## config.mk

```make
export PLATFORM = sky130hd
export DESIGN_NAME = t9_input_writer
export DESIGN_NICKNAME = d
export VERILOG_FILES = /design/src/rtl/t9_input_writer.sv
export SDC_FILE = /design/constraint.sdc
export NUM_CORES = 1
export LEC_CHECK = 0
export CAP_MARGIN = 30
export CORE_ASPECT_RATIO = 1.5
export CORE_MARGIN = 5
export CORE_UTILIZATION = 50
export CTS_CLUSTER_SIZE = 30
export DETAILED_ROUTE_END_ITERATION = 6
export HOLD_SLACK_MARGIN = 0.12
export PLACE_DENSITY = 0.78
export SYNTH_ARGS = -nofsm -noshare
export SYNTH_HDL_FRONTEND = slang
export SYNTH_SLANG_ARGS = --single-unit
```

## constraint.sdc

```tcl
create_clock -name clock -period 2.35 [get_ports clock]
set_clock_uncertainty 0.05 [all_clocks]
set_input_delay 0.235 -clock clock [delete_from_list [all_inputs] [get_ports clock]]
set_output_delay 0.235 -clock clock [all_outputs]
set_load 0.01 [all_outputs]
```

## src/rtl/t9_input_writer.sv

```systemverilog
// Debounced confirm-button writer: one press issues one single-cycle outter_input
// strobe carrying the synchronised switch bank. Optional macro SIGN_EXTEND_EN sign-extends sw.
module t9_input_writer #(
  parameter int SW_WIDTH        = 16,
  parameter int DEBOUNCE_CYCLES = 4,
  parameter int CNT_W           = 20
) (
  input  logic                clock,
  input  logic                reset,
  input  logic [SW_WIDTH-1:0] sw_data,
  input  logic                confirm_btn,
  output logic                outter_input,
  output logic [31:0]         outter_t9,
  output logic [7:0]          write_count,
  output logic                busy
);

  typedef enum logic [2:0] {IDLE, DEB_PRESS, WRITE, WAIT_REL, DEB_REL} state_t;

  localparam logic [CNT_W-1:0] LAST = CNT_W'(DEBOUNCE_CYCLES - 1);

  state_t             state, state_n;
  logic [CNT_W-1:0]   cnt, cnt_n;
  logic               load;
  logic               btn_m, btn_s;
  logic [SW_WIDTH-1:0] sw_m, sw_s;
  logic [31:0]        sw_ext;

  always_ff @(posedge clock or negedge reset) begin
    if (!reset) begin
      btn_m <= 1'b0;
      btn_s <= 1'b0;
      sw_m  <= '0;
      sw_s  <= '0;
    end else begin
      btn_m <= confirm_btn;
      btn_s <= btn_m;
      sw_m  <= sw_data;
      sw_s  <= sw_m;
    end
  end

  // Zero-width replication is illegal, so the full-width case is split out.
  generate
    if (SW_WIDTH == 32) begin : g_full
      assign sw_ext = 32'(sw_s);
    end else begin : g_ext
`ifdef SIGN_EXTEND_EN
      assign sw_ext = {{(32-SW_WIDTH){sw_s[SW_WIDTH-1]}}, sw_s};
`else
      assign sw_ext = {{(32-SW_WIDTH){1'b0}}, sw_s};
`endif
    end
  endgenerate

  always_comb begin
    state_n = state;
    cnt_n   = cnt;
    load    = 1'b0;
    case (state)
      IDLE: if (btn_s) begin
        state_n = DEB_PRESS;
        cnt_n   = CNT_W'(1);
      end
      DEB_PRESS: begin
        if (!btn_s) begin
          state_n = IDLE;
          cnt_n   = '0;
        end else if (cnt >= LAST) begin
          // >= lets DEBOUNCE_CYCLES=1 exit on the first stable sample.
          state_n = WRITE;
          cnt_n   = '0;
          load    = 1'b1;
        end else begin
          cnt_n = cnt + CNT_W'(1);
        end
      end
      WRITE: state_n = WAIT_REL;
      WAIT_REL: if (!btn_s) begin
        state_n = DEB_REL;
        cnt_n   = CNT_W'(1);
      end
      DEB_REL: begin
        if (btn_s) begin
          state_n = WAIT_REL;
          cnt_n   = '0;
        end else if (cnt >= LAST) begin
          state_n = IDLE;
          cnt_n   = '0;
        end else begin
          cnt_n = cnt + CNT_W'(1);
        end
      end
      default: begin
        state_n = IDLE;
        cnt_n   = '0;
      end
    endcase
  end

  always_ff @(posedge clock or negedge reset) begin
    if (!reset) begin
      state        <= IDLE;
      cnt          <= '0;
      outter_input <= 1'b0;
      outter_t9    <= '0;
      write_count  <= '0;
    end else begin
      state        <= state_n;
      cnt          <= cnt_n;
      outter_input <= load;
      if (load) begin
        outter_t9   <= sw_ext;
        write_count <= write_count + 8'd1;
      end
    end
  end

  assign busy = (state != IDLE);

endmodule

```

Word-level counts from Yosys, hierarchy flattened
Cells that the tools add are included.

$add $sub $neg: 2. Magnitude comparators: 1. Eq/ne operators: 8. Multiplexer cells: 16. Bitwise operators: 1. Reduce and logical (&&, ||, !) cells: 4.

Operators by type and width (count): 20-bit 2-to-1 mux (5); 20-bit case mux with 5 select lines (1); 20-bit by 1-bit adder with 20-bit output, second input constant (1); 20-bit by 2-bit >= comparator with 1-bit output, second input constant (1); 3-bit 2-to-1 mux (6); 3-bit case mux with 5 select lines (1); 8-bit by 1-bit adder with 8-bit output, second input constant (1); 3-bit by 2-bit equality test with 1-bit output, second input constant (2); 3-bit inequality test, second input constant (2); 2-bit inequality test, second input constant (2); 4-bit AND reduction (1); 3-bit by 1-bit equality test with 1-bit output, second input constant (1); 3-bit equality test, second input constant (1); 3-bit zero test (1); 1-bit 2-to-1 mux (3); 3-bit AND reduction (1); 3-bit nonzero test (1); 1-bit inverter (1).

Flip-flop bits (word level): 82. Input bits: 19. Output and inout port bits: 42. Word-level logic and storage cells: 41.

Logic depth before layout (Yosys ltp)
Gate-level depths: netlist of run 1.

Depth after elaboration: 4. Mapped depth: 8. Depth with buffers taken out: 6.

Worst setup path before layout of run 1
OpenSTA, ideal clock, no wires.

Kind: reg-to-reg. Start: register cnt[0]. End: register cnt[11]. Setup time: 73 ps. Arrival: 1922 ps. Data required time: 2227 ps. Path slack: 306 ps. Cell stages (with the launch flop): 9. Clock period less this slack: 2044 ps. Cells stage by stage: dfrtp_1 ha_1 nor4_1 nand4_1 or2_1 buf_2 o31a_1 buf_6 nor2_1.

Word-level cells in the longest chain between the ends: 4. Elaborated cells on any way between the ends: 6. Classes of those cells: add/sub (1); order compare (1); mux (4).

RTL lines: from (decl) (RTL line 23) `logic [CNT_W-1:0] cnt, cnt_n;`; from (signal assigned) (RTL line 110) `cnt <= cnt_n;`; 20-bit by 1-bit adder with 20-bit output or 20-bit by 2-bit >= comparator with 1-bit output (tied branches); 20-bit 2-to-1 mux (*) (RTL line 69, 87); 20-bit 2-to-1 mux, on equally long branches (RTL line 84, 66); 20-bit case mux with 5 select lines (*) (RTL line 60) `case (state)`.

Mark *: on every way between the ends. The rest lies on a longest branch, timed or not. A chain may end at the register's enable or synchronous reset.

Worst setup path in the final report of run 1
Start: register cnt[0]. End: register cnt[5].

Same word-level chain as after synthesis.

==> impl_metrics.json, run 1 <==
{
  "outcome": "finished, final reports clean",
  "drc_errors": 0,
  "cts.path.max_buffers": 2,
  "rrSetupSlack_ps": 150,
  "peakVddDrop_uv": 533.9,
  "timing.hold.ws_ps": 201.0,
  "crit_path_start_kind": "register",
  "num_rows": 34,
  "path_class": "register to register",
  "area_growth_pct": 24.07,
  "htree_levels": 3,
  "numCtsBuffers": 9,
  "layout_min_cycle_time_ps": 2195,
  "synthAdderAreaFrac": 0.008418,
  "synth_xor_area_frac": 0.02062,
  "timing.slew.headroom": 0.6157,
  "netlist-cell-type-count": 37,
  "first_pass_iters": 4,
  "crit_family": "simple AND/OR/NAND/NOR gates",
  "highest_layer": "met4",
  "portBuffers": 44,
  "crit_slowest_cell": "o31a_2",
  "hold_viol": 0,
  "grt_pass1_vias": 1665,
  "comb_power_share": 0.259,
  "cts_setup_buffers": 0,
  "postSynthAreaPerCell_sq_um": 13.57,
  "crit_fanout": 12,
  "cp_cell_sequence": "ha_1 -> nor4_1 -> nand4_1 -> or2_1 -> o31a_2 -> nor2b_1",
  "synth_top_area_frac": 0.6902,
  "crit_path_end_kind": "register",
  "p_sw_uw": 1080,
  "core_area_sq_mm": 0.005786,
  "hold_path_class": "input port to asynchronous set/reset pin",
  "multi_input_area_sq_um": 809.5,
  "die_h_microns": 104.4,
  "yosysTopAreaCell": "dfrtp_1",
  "clock_sinks": 82,
  "clkPwrFrac": 0.271,
  "gp_congestion": 0.8633,
  "first_iter_violations": 94,
  "grt_max_degree": 83,
  "cp.required_ps": 2570,
  "placed_area_sq_mm": 0.003442,
  "syn-cell-area_sq_mm": 0.002973,
  "setup_viol": 0,
  "wl_microns": 4734,
  "syn_inst": 219,
  "drive_gt1_frac": 0.1625,
  "start_util": 0.5138,
  "antenna_cells": 0,
  "ys_seq_area_frac": 0.6902,
  "fp.dieW_microns": 72.96,
  "synth_seq_cells": 82,
  "drv_slew": 0,
  "regArea_sq_mm": 0.002052,
  "fillers": 446,
  "cap_violations": 0,
  "reg2reg_from": "cnt[0]$_DFFE_PN0P_",
  "power_density_mw_per_mm2": 1022,
  "ys.flop_type": "dfrtp_1",
  "layout_commonest_cell": "dfrtp_1",
  "internal_power_uw": 2689,
  "final_cell_mix": "dfrtp_1, clkdlybuf4s50_1, mux2_2, conb_1, nor2_1",
  "dp_hpwl_microns": 3325,
  "max_freq_mhz": 455.5,
  "synthTopCellsByArea": "dfrtp_1, mux2_2, buf_4",
  "cp_data_arrival_time_ps": 2410,
  "met1Wirelength_microns": 1902,
  "rsz0062_at_grt": "false",
  "switching_share": 0.2865,
  "met3WireLength_microns": 253,
  "via_per_inst": 5.009,
  "synth_compound_area_frac": 0.03704,
  "synth_top_family_by_area": "simple AND/OR/NAND/NOR gates",
  "r2r_end": "cnt[5]$_DFFE_PN0P_",
  "cts-root-buf": "clkbuf_8",
  "clk-insertion-delay-late_ps": 340,
  "p_seq_frac": 0.471,
  "wire_per_inst_microns": 13.56,
  "clk_pin_slew_ps": 80,
  "synth-edff-count": 0,
  "synthMuxAreaShare": 0.06439,
  "ys_warn_count": 0,
  "overflow": 0,
  "synth-async-reset-ratio": 1.000,
  "worstRegToRegCells": 6,
  "critical-path-max-stage-delay_ps": 460,
  "cts_tree": "yes",
  "p_leak_uw": 0.001702,
  "synthSimpleGateAreaFrac": 0.1199,
  "post-route-util": 0.6375,
  "tightest_slew_ps": 568.5,
  "die_area_sq_mm": 0.007620,
  "design_area_sq_mm": 0.003689,
  "path_buf_inv": 0,
  "ant_nets": 0,
  "routed-wl-met2_microns": 2427,
  "antenna_found_initial": 0,
  "io_pins": 61,
  "period_share": 0.9342,
  "vias": 1748,
  "fin_nets": 293,
  "grt_use_total": 0.1369,
  "setup_tns_ps": 0,
  "grt_pass1_wl_microns": 8045
}
==> Yosys cell counts (all sizes together) (3+ instances only) <==
cell and number:
o21ai 3, nor2b 9, xnor2 3, nand3 7, dfrtp 82, mux2 17, nor4 6, and2 7
nor3 4, buf 20, nor2 15, nand2 9, a21oi 4, a31oi 3, inv 5, xor2 4
==> per-layer routing <==
layer / vias to the layer above / GRT usage
li1: 817 / -
met1: 860 / 0.1770
met2: 59 / 0.2106
met3: 12 / 0.02611
met4: 0 / 0.08047
met5: - / 0
==> repair_timing <==
action	4_1_cts	5_1_grt
endpoints found under the hold margin	82	0
hold buffers	1	0
endpoints found under the setup margin	0	1
resized for setup	0	1
==> cells by family after synthesis <==
logic type / after synthesis
other: 1
buffers and inverters: 27
adder cells (fa/ha/maj): 2
flip-flops: 82
multiplexers: 17
AND/OR/NAND/NOR: 66
AO/OA/AOI/OAI: 17
XOR/XNOR: 7
==> registers in the layout, summed over array words and instances, names as in the netlist <==
register and cells:
outter_t9 16, write_count 8, outter_input 1, state 3
cnt 20, sw_m 16, btn_m 1, sw_s 16
btn_s 1
==> area by class of cell <==
| cell class | count | area share |
|---|---|---|
| multi-input combinational | 125 | 0.2195 |
| clock buffer | 9 | 0.03358 |
| timing repair buffer | 49 | 0.1384 |
| inverter | 5 | 0.005088 |
| sequential | 82 | 0.5563 |
| tap | 72 | 0.02442 |
| clock inverter | 7 | 0.02273 |
==> power by group through the flow <==
stage / Clock [uW] / Combinational, uW / Sequential, uW
floorplan: 0 / 441 / 1850
global placement: 0 / 956 / 1790
detailed placement: 0 / 981 / 1800
CTS: 1050 / 986 / 1770
global route: 1110 / 1070 / 1810
finish: 1020 / 975 / 1770
==> metrics by stage <==
| step | cells | total power (uW) | worst slack (ps) |
|---|---|---|---|
| after floorplan | 234 | 2290 | 305.8 |
| after global placement | 331 | 2745 | 196.8 |
| after detailed placement | 331 | 2785 | 121.2 |
| after CTS | 348 | 3814 | 99.48 |
| after global routing | 349 | 3989 | 36.25 |
| final | 349 | 3770 | 154.7 |
==> worst max-delay path by stage <==
| stage | start | to | slack, ps | cells past startpoint |
|---|---|---|---|---|
| CTS | cnt[0]$_DFFE_PN0P_ | cnt[5]$_DFFE_PN0P_ | 100 | 6 |
| finish | cnt[0]$_DFFE_PN0P_ | cnt[5]$_DFFE_PN0P_ | 150 | 6 |
| detailed placement | cnt[0]$_DFFE_PN0P_ | cnt[13]$_DFFE_PN0P_ | 120 | 6 |
| global placement | cnt[0]$_DFFE_PN0P_ | cnt[4]$_DFFE_PN0P_ | 200 | 6 |
| floorplan | cnt[0]$_DFFE_PN0P_ | cnt[11]$_DFFE_PN0P_ | 310 | 8 |
| global route | cnt[0]$_DFFE_PN0P_ | cnt[5]$_DFFE_PN0P_ | 40 | 6 |
No activity file was read; power rests on OpenSTA's default activity.
==> run 2, diff against run 1 <==
--- a/config.mk
+++ b/config.mk
@@ -6,13 +6,15 @@
 export NUM_CORES = 1
 export LEC_CHECK = 0
 export CAP_MARGIN = 30
+export CELL_PAD_IN_SITES_DETAIL_PLACEMENT = 0
+export CELL_PAD_IN_SITES_GLOBAL_PLACEMENT = 1
 export CORE_ASPECT_RATIO = 1.5
 export CORE_MARGIN = 5
-export CORE_UTILIZATION = 50
+export CORE_UTILIZATION = 44
 export CTS_CLUSTER_SIZE = 30
 export DETAILED_ROUTE_END_ITERATION = 6
 export HOLD_SLACK_MARGIN = 0.12
-export PLACE_DENSITY = 0.78
+export PLACE_DENSITY = 0.84
 export SYNTH_ARGS = -nofsm -noshare
 export SYNTH_HDL_FRONTEND = slang
 export SYNTH_SLANG_ARGS = --single-unit
==> constraint.sdc (replaced) <==
create_clock -name clock -period 2.6 [get_ports clock]
set_clock_uncertainty 0.05 [all_clocks]
set_input_delay 0.26 -clock clock [delete_from_list [all_inputs] [get_ports clock]]
set_output_delay 0.26 -clock clock [all_outputs]
set_load 0.01 [all_outputs]
==> run 2 against run 1 <==
Compared with the run above: global-route usage decreased by 1.2 points; critical path depth did not move; sequential share of layout area decreased by 0.23 points; count of clock-buffer cells in the layout is the same; register-to-register slack improved by 200 ps.
==> impl_metrics.json, run 2 (same netlist as run 1, synthesis figures left out) <==
{
  "cp.required_ps": 2820,
  "period_share": 0.8638,
  "io_pins": 61,
  "instances_no_fill": 351,
  "cp_cell_sequence": "ha_1 -> nor4_1 -> nand4_1 -> or2_1 -> o31a_1 -> nor2b_1",
  "start_util": 0.4552,
  "top_register": "cnt",
  "overflow": 0,
  "grt_pass1_wl_microns": 8355,
  "die_h_microns": 110.7,
  "design_area_sq_mm": 0.003704,
  "gp_congestion": 0.7757,
  "cts.path.max_buffers": 2,
  "max_freq_mhz": 445.3,
  "vias": 1758,
  "path_class": "register to register",
  "fin_nets": 292,
  "p_leak_uw": 0.001709,
  "cts_tree": "yes",
  "ant_nets": 0,
  "drc_errors": 0,
  "final_cell_mix": "dfrtp_1, clkdlybuf4s50_1, mux2_2, conb_1, nor2_1",
  "drv_slew": 0,
  "cts-root-buf": "clkbuf_8",
  "cp_data_arrival_time_ps": 2460,
  "layout_min_cycle_time_ps": 2246,
  "antenna_cells": 0,
  "clk_pin_slew_ps": 80,
  "cap_violations": 0,
  "largest_reg_flops": 20,
  "numCtsBuffers": 9,
  "via_per_inst": 5.009,
  "htree_levels": 3,
  "portBuffers": 44,
  "placed_area_sq_mm": 0.003427,
  "drive_gt1_frac": 0.1527,
  "grt_use_total": 0.1253,
  "first_iter_violations": 113,
  "grt_max_degree": 83,
  "grt_pass1_vias": 1781,
  "first_pass_iters": 4,
  "layout_commonest_cell": "dfrtp_1",
  "critical-path-max-stage-delay_ps": 470,
  "num_rows": 36,
  "timing.slew.headroom": 0.5956,
  "hold_viol": 0,
  "rsz0062_at_grt": "false",
  "placed_cells": 334,
  "crit_path_start_kind": "register",
  "power_density_mw_per_mm2": 959.3,
  "setup_tns_ps": 0,
  "wl_microns": 4929,
  "die_area_sq_mm": 0.008534,
  "timing.hold.ws_ps": 234.3,
  "outcome": "finished, final reports clean",
  "clock_sinks": 82,
  "setup_viol": 0,
  "area_growth_pct": 24.58,
  "crit_fanout": 12,
  "crit_slowest_cell": "o31a_1",
  "crit_path_end_kind": "register",
  "tightest_slew_ps": 598.1,
  "peakVddDrop_uv": 470.0,
  "core_area_sq_mm": 0.006531,
  "antenna_found_initial": 0,
  "wire_per_inst_microns": 14.04,
  "fp.dieW_microns": 77.12,
  "clk-insertion-delay-late_ps": 340,
  "hold_path_class": "input port to asynchronous set/reset pin",
  "dp_hpwl_microns": 3381
}
==> run 2: cell types whose count changed in the layout (fill, tap and decap cells not counted) <==
cell and change:
buf_12 -1, clkinvlp_4 -1, bufinv_16 +2, clkinv_4 -1, clkinv_2 +1, inv_6 -2, o31a_2 -1, o31a_1 +1
==> run 2: metrics by stage <==
step	util	setup WS (ps)	power (uW)
after floorplan	-	555.8	2070
after global placement	0.5247	420.7	2480
after detailed placement	0.5247	348.9	2513
after CTS	0.5628	332.4	3603
after global routing	0.5671	141.7	3755
final	0.5671	354.2	3553
==> run 2: layout make-up <==
type                            count  area [sq um]
Multi-Input combinational cell    125         808.3
Clock buffer                        9         123.9
Clock inverter                      6         115.1
Fill cell                         559          2828
Inverter                            5         18.77
Tap cell                           76         95.09
Sequential cell                    82          2052
Timing Repair Buffer               48         490.5
==> run 2: worst paths after layout <==
kind                                    start                        to  slack [ps]  cells after the start
setup reg to reg           cnt[0]$_DFFE_PN0P_        cnt[4]$_DFFE_PN0P_         350                      6
hold reg to reg            sw_m[11]$_DFF_PN0_        sw_s[11]$_DFF_PN0_         300                      0
max in group asynchronous               reset        cnt[5]$_DFFE_PN0P_        1690                      3
hold / removal                          reset  outter_t9[7]$_DFFE_PN0P_         230                      2
setup / recovery           cnt[0]$_DFFE_PN0P_        cnt[4]$_DFFE_PN0P_         350                      6
min in group clock                sw_data[14]        sw_m[14]$_DFF_PN0_         290                      1
==> run 2: power breakdown <==
group | internal (uW) | switching, uW
clock | 639 | 437
combinational | 488 | 377
sequential | 1470 | 138
total | 2600 | 952
==> run 2: critical path: cells and delay by family, from the launching register on <==
family / cells / cell delay, ps
AO/OA/AOI/OAI: 1 / 470
adder cells (fa/ha/maj): 1 / 220
flip-flops: 1 / 420
AND/OR/NAND/NOR: 4 / 1000
==> run 2: timing repair <==
action                    4_1_cts  5_1_grt
hold endpoints to repair       82        0
gates resized for setup         0        0
setup buffers                   0        0
hold buffers                    1        0
==> run 2: routing by layer <==
metal,track usage,routed length [microns]
met1,0.1406,1986
met2,0.2110,2601
met3,0.03577,252
met4,0.06881,89
met5,0,0
